**src/rtl/jammer_conv_ctrl.sv**
```systemverilog
// jammer_conv_ctrl: job sequencer for an external convolver.
// Optionally loads NUM coefficients, streams frame_len samples into the convolver,
// and re-times the convolver results into a result stream.
// Status is reported through busy, plus one-cycle done and err pulses.
module jammer_conv_ctrl #(
  parameter int WIDTH    = 16,
  parameter int NUM      = 8,
  parameter int LEN_W    = 12,
  parameter int CONV_LAT = 2
) (
  input  logic                 clk,
  input  logic                 rst,
  input  logic                 start,
  input  logic [LEN_W-1:0]     frame_len,
  input  logic                 coe_reload,
  input  logic                 abort,
  input  logic [WIDTH-1:0]     coe_data,
  input  logic                 coe_valid,
  output logic                 coe_ready,
  input  logic [WIDTH-1:0]     smp_data,
  input  logic                 smp_valid,
  output logic                 smp_ready,
  output logic [WIDTH-1:0]     conv_coe,
  output logic                 conv_coes_vld,
  output logic [WIDTH-1:0]     conv_sig_in,
  output logic                 conv_sig_vld,
  output logic                 conv_last_sig,
  input  logic [2*WIDTH-1:0]   conv_sig_out,
  output logic [2*WIDTH-1:0]   res_data,
  output logic                 res_valid,
  output logic                 res_last,
  output logic                 busy,
  output logic                 done,
  output logic                 err
);

  localparam int CNT_W = $clog2(NUM + 1);

  localparam logic [2:0] S_IDLE   = 3'd0;
  localparam logic [2:0] S_LOAD   = 3'd1;
  localparam logic [2:0] S_STREAM = 3'd2;
  localparam logic [2:0] S_DRAIN  = 3'd3;
  localparam logic [2:0] S_DONE   = 3'd4;

  logic [2:0]          state;
  logic                coef_loaded;
  logic [CNT_W-1:0]    coe_cnt;
  logic [LEN_W-1:0]    smp_cnt;
  logic [LEN_W-1:0]    len_reg;
  logic [CONV_LAT-1:0] vld_sr;
  logic [CONV_LAT-1:0] last_sr;

  logic coe_fire;
  logic smp_fire;
  logic coe_last;
  logic smp_last;
  logic kill;

  // Ready/status flags are decoded straight from the state register so they
  // are all 0 while rst holds the FSM in IDLE.
  assign busy      = (state != S_IDLE);
  assign done      = (state == S_DONE);
  assign coe_ready = (state == S_LOAD);
  assign smp_ready = (state == S_STREAM);

  assign coe_fire = coe_ready & coe_valid;
  assign smp_fire = smp_ready & smp_valid;
  assign coe_last = (coe_cnt == CNT_W'(NUM - 1));
  // smp_cnt holds the number of samples already taken, so the last sample is
  // recognised one before frame_len; the counter never has to reach frame_len.
  assign smp_last = (smp_cnt == len_reg - LEN_W'(1));
  // abort only acts on a running job
  assign kill     = abort & busy;

  // Job sequencing: start validation, coefficient/sample counting, state changes.
  always_ff @(posedge clk or posedge rst) begin
    if (rst) begin
      state       <= S_IDLE;
      coef_loaded <= 1'b0;
      coe_cnt     <= '0;
      smp_cnt     <= '0;
      len_reg     <= '0;
      err         <= 1'b0;
    end else begin
      err <= 1'b0;
      if (kill) begin
        state <= S_IDLE;
        // a half-loaded coefficient set cannot be reused
        if (state == S_LOAD) coef_loaded <= 1'b0;
      end else begin
        case (state)
          S_IDLE: begin
            if (start) begin
              if (frame_len == '0 || (!coe_reload && !coef_loaded)) begin
                err <= 1'b1;
              end else begin
                len_reg <= frame_len;
                coe_cnt <= '0;
                smp_cnt <= '0;
                state   <= coe_reload ? S_LOAD : S_STREAM;
              end
            end
          end
          S_LOAD: begin
            if (coe_fire) begin
              if (coe_last) begin
                coef_loaded <= 1'b1;
                state       <= S_STREAM;
              end else begin
                coe_cnt <= coe_cnt + CNT_W'(1);
              end
            end
          end
          S_STREAM: begin
            if (smp_fire) begin
              if (smp_last) state <= S_DRAIN;
              else          smp_cnt <= smp_cnt + LEN_W'(1);
            end
          end
          S_DRAIN: begin
            if (res_last) state <= S_DONE;
          end
          S_DONE:  state <= S_IDLE;
          default: state <= S_IDLE;
        endcase
      end
    end
  end

  // Register accepted coefficients and samples towards the convolver.
  always_ff @(posedge clk or posedge rst) begin
    if (rst) begin
      conv_coe      <= '0;
      conv_coes_vld <= 1'b0;
      conv_sig_in   <= '0;
      conv_sig_vld  <= 1'b0;
      conv_last_sig <= 1'b0;
    end else if (kill) begin
      conv_coes_vld <= 1'b0;
      conv_sig_vld  <= 1'b0;
      conv_last_sig <= 1'b0;
    end else begin
      conv_coes_vld <= coe_fire;
      conv_sig_vld  <= smp_fire;
      conv_last_sig <= smp_fire & smp_last;
      if (coe_fire) conv_coe    <= coe_data;
      if (smp_fire) conv_sig_in <= smp_data;
    end
  end

  // Delay (valid, last) by the convolver latency to know when conv_sig_out is good.
  always_ff @(posedge clk or posedge rst) begin
    if (rst) begin
      vld_sr  <= '0;
      last_sr <= '0;
    end else if (kill) begin
      vld_sr  <= '0;
      last_sr <= '0;
    end else begin
      vld_sr[0]  <= conv_sig_vld;
      last_sr[0] <= conv_last_sig;
      for (int i = 1; i < CONV_LAT; i++) begin
        vld_sr[i]  <= vld_sr[i-1];
        last_sr[i] <= last_sr[i-1];
      end
    end
  end

  // Capture the convolver output into the result stream.
  always_ff @(posedge clk or posedge rst) begin
    if (rst) begin
      res_data  <= '0;
      res_valid <= 1'b0;
      res_last  <= 1'b0;
    end else if (kill) begin
      res_valid <= 1'b0;
      res_last  <= 1'b0;
    end else begin
      res_valid <= vld_sr[CONV_LAT-1];
      res_last  <= vld_sr[CONV_LAT-1] & last_sr[CONV_LAT-1];
      if (vld_sr[CONV_LAT-1]) res_data <= conv_sig_out;
    end
  end

endmodule

```
**config.mk**
```make
export PLATFORM = sky130hd
export DESIGN_NAME = jammer_conv_ctrl
export DESIGN_NICKNAME = d
export VERILOG_FILES = /design/src/rtl/jammer_conv_ctrl.sv
export SDC_FILE = /design/constraint.sdc
export NUM_CORES = 1
export LEC_CHECK = 0
export CAP_MARGIN = 20
export CORE_UTILIZATION = 49
export CTS_BUF_LIST = sky130_fd_sc_hd__clkbuf_16
export DETAILED_ROUTE_END_ITERATION = 10
export PLACE_DENSITY = 0.85
export SLEW_MARGIN = 20
export SYNTH_ARGS = -nofsm -noshare
export SYNTH_HDL_FRONTEND = slang
export SYNTH_SLANG_ARGS = --single-unit
```
**constraint.sdc**
```tcl
create_clock -name clk -period 9.5 [get_ports clk]
set_input_delay 2.85 -clock clk [delete_from_list [all_inputs] [get_ports clk]]
set_output_delay 2.85 -clock clk [all_outputs]
set_load 0.02 [all_outputs]
```
==> results.sh <==
export IMPL_status="finished, final reports clean"
export IMPL_synth_edf_count=0
export IMPL_fin_nets=695
export IMPL_yosysTopAreaCell="dfrtp_1"
export IMPL_mostFrequentLayoutCells="156 x clkdlybuf4s50_1, 146 x nand2_1, 106 x dfrtp_1, 32 x mux2_2, 11 x nor2_1"
export IMPL_wirelength_mm=11.6
export IMPL_htreeDepth=3
export IMPL_drive_gt1_share_pct=9.93
export IMPL_synth_top_family_by_area="simple AND/OR/NAND/NOR gates"
export IMPL_tightest_slew_ns=0.907
export IMPL_syn_to_final_growth_pct=42.1
export IMPL_grt_ovfl_total=0
export IMPL_cts_resized=0
export IMPL_reg_top3="res_data x32, conv_coe x16, conv_sig_in x16"
export IMPL_cp_end_kind="flop"
export IMPL_rsz0062_at_grt="false"
export IMPL_synth_xor_area_share_pct=2.43
export IMPL_post_cts_buffers=0
export IMPL_dr_first_iter_drc_count=141
export IMPL_dpl_worst_slack_ns=4.05
export IMPL_yosys_mux_area_fraction_pct=8.32
export IMPL_dieHeight_um=99.9
export IMPL_dr_pass1_iters=4
export IMPL_coreArea_mm2=0.00924
export IMPL_syn_inst=454
export IMPL_yosysSeqAreaShare_pct=56.5
export IMPL_largest_reg_flops=32
export IMPL_synth_nets=540
export IMPL_whs_ns=0.462
export IMPL_grt_pass1_vias=3899
export IMPL_synth_area_leaders="dfrtp_1 57%, nand2_1 12%, mux2_2 7.7%, xnor2_1 1.5%, or4_1 1.1%"
export IMPL_antenna_found_initial=0
export IMPL_p_leak_nw=3.01
export IMPL_p_total_mw=2.05
export IMPL_routedWlPerCell_um=15.6
export IMPL_period_needed_ns=5.08
export IMPL_drc=0
export IMPL_syn_area_mm2=0.00469
export IMPL_hpwlAfterDp_mm=8.44
export IMPL_yosys_area_share_simple_pct=22.7
export IMPL_yosys_warnings=0
export IMPL_largest_register="res_data"
export IMPL_ir_drop_mv=0.185
export IMPL_cts_root_buffer="clkbuf_16"
export IMPL_clk_pin_slew_ns=0.08
export IMPL_final_common_cell="clkdlybuf4s50_1"
export IMPL_holdBufCountCts=0
export IMPL_async_reset_ff_share_pct=100
export IMPL_finalWeightedCongestion=0.845
export IMPL_tns_ns=0
export IMPL_period_share_pct=53.5
export IMPL_drv_slew=0
export IMPL_viasPerCell=5.27
export IMPL_fin_ws_ns=4.42
export IMPL_syn_avg_cell_area_um2=10.3
export IMPL_grt_max_degree=74
export IMPL_cp_arrival_ns=5.30
export IMPL_start_util_pct=50.8
export IMPL_synthAdderAreaFrac_pct=0.800
export IMPL_synth_compound_area_share_pct=6.53
export IMPL_critical_path_class="primary input to flop"
export IMPL_utilization_pct=72.2
export IMPL_relSlewSlack_pct=39.5
export IMPL_hold_path_class="flop to flop"
export IMPL_die_w_um=99.9
export IMPL_ys_flop_type="dfrtp_1"
export IMPL_grt_pass1_wl_mm=18.8
export IMPL_cts_inserted_buffers=9
export IMPL_p_per_area_mw_per_mm2=307
export IMPL_finalSetupViolCount=0
export IMPL_cp_required_ns=9.72
export IMPL_grtUsageTotal_pct=24.3
export IMPL_clock_skew_ns=0.0102
export IMPL_clkSinkCount=106
export IMPL_synth_cell_types=56
export IMPL_netlist_area_leader_share_pct=56.5
export IMPL_cts_tree="yes"
export IMPL_fill_cells=691
export IMPL_die_area_mm2=0.00998
export IMPL_synth_seq_cells=106
export IMPL_ctsLongestPathBuffers=2
export IMPL_clock_fmax_ghz=0.197
export IMPL_crit_fanout=18
export IMPL_postRouteAntennaNets=0
export IMPL_hold_viol=0
export IMPL_vias=3913
export IMPL_cap_violations=0
export IMPL_clkLatencyLatePin_ns=0.34
export IMPL_num_rows=35
export IMPL_startpoint_type="primary input"
export IMPL_io_buffers=156
export IMPL_ios=157
export IMPL_n_antenna_cell=0
per-stage QoR:
| stage | area [µm²] | std cells |
|---|---|---|
| 2_1_floorplan | 4690 | 454 |
| 3_3_place_gp | 6350 | 727 |
| 3_5_place_dp | 6350 | 727 |
| 4_1_cts | 6670 | 743 |
| 5_1_grt | 6670 | 743 |
| 6_report | 6670 | 743 |
final timing paths:
path | from | to | slack [ns] | depth (start not counted)
min reg2reg | vld_sr[0] | vld_sr[1] | 0.46 | 1
max in group asynchronous | rst | conv_sig_in[9] | 5.36 | 3
max reg2reg | len_reg[0] | smp_cnt[8] | 6.71 | 9
max | abort | state[0] | 4.42 | 5
min | vld_sr[0] | vld_sr[1] | 0.46 | 1
min in group asynchronous | rst | res_data[25] | 2.87 | 2
report_power, final:
part           switching [mW]  internal, mW  total (mW)
combinational           0.475         0.435       0.910
clock                   0.173         0.210       0.383
sequential              0.132         0.624       0.756
cells in the mapped netlist (7+ instances only):
master	number
nand3_1	8
clkbuf_1	7
mux2_2	32
nand4_1	8
a21oi_1	9
nor2_1	11
xnor2_1	8
o21ai_0	7
dfrtp_1	106
or4_1	7
nand2_1	146
inv_1	8
nor3_1	8
routing by layer:
metal / vias up / GRT usage, % / share of wire (%)
li1: 1867 / - / -
met1: 1868 / 30.1 / 39
met2: 156 / 39.4 / 50
met3: 22 / 8.08 / 8.7
met4: 0 / 9.50 / 2.4
met5: - / 0 / 0
cells by family after synthesis:
| kind of cell | after synthesis |
|---|---|
| AND/OR/NAND/NOR | 226 |
| flip-flops | 106 |
| AO/OA/AOI/OAI | 45 |
| multiplexers | 35 |
| buffers and inverters | 26 |
| XOR/XNOR | 13 |
| adder cells (fa/ha/maj) | 3 |
layout make-up:
type	count	area [µm²]	area share, %
clock buffers	9	225	3.38
clock inverters	7	90.1	1.35
inverters	11	43.8	0.657
multi-input cells	322	1910	28.7
flip-flops and latches	106	2650	39.8
well taps	129	161	2.42
repair buffers	159	1580	23.7
worst max-delay path, cell delays in order:
cell and delay, ns:
clkdlybuf4s50_1 0.63, nand3b_1 0.55, clkinv_1 0.65, and2_1 0.39, a211o_1 0.23
Note: power is estimated with default switching activity, not from simulation.
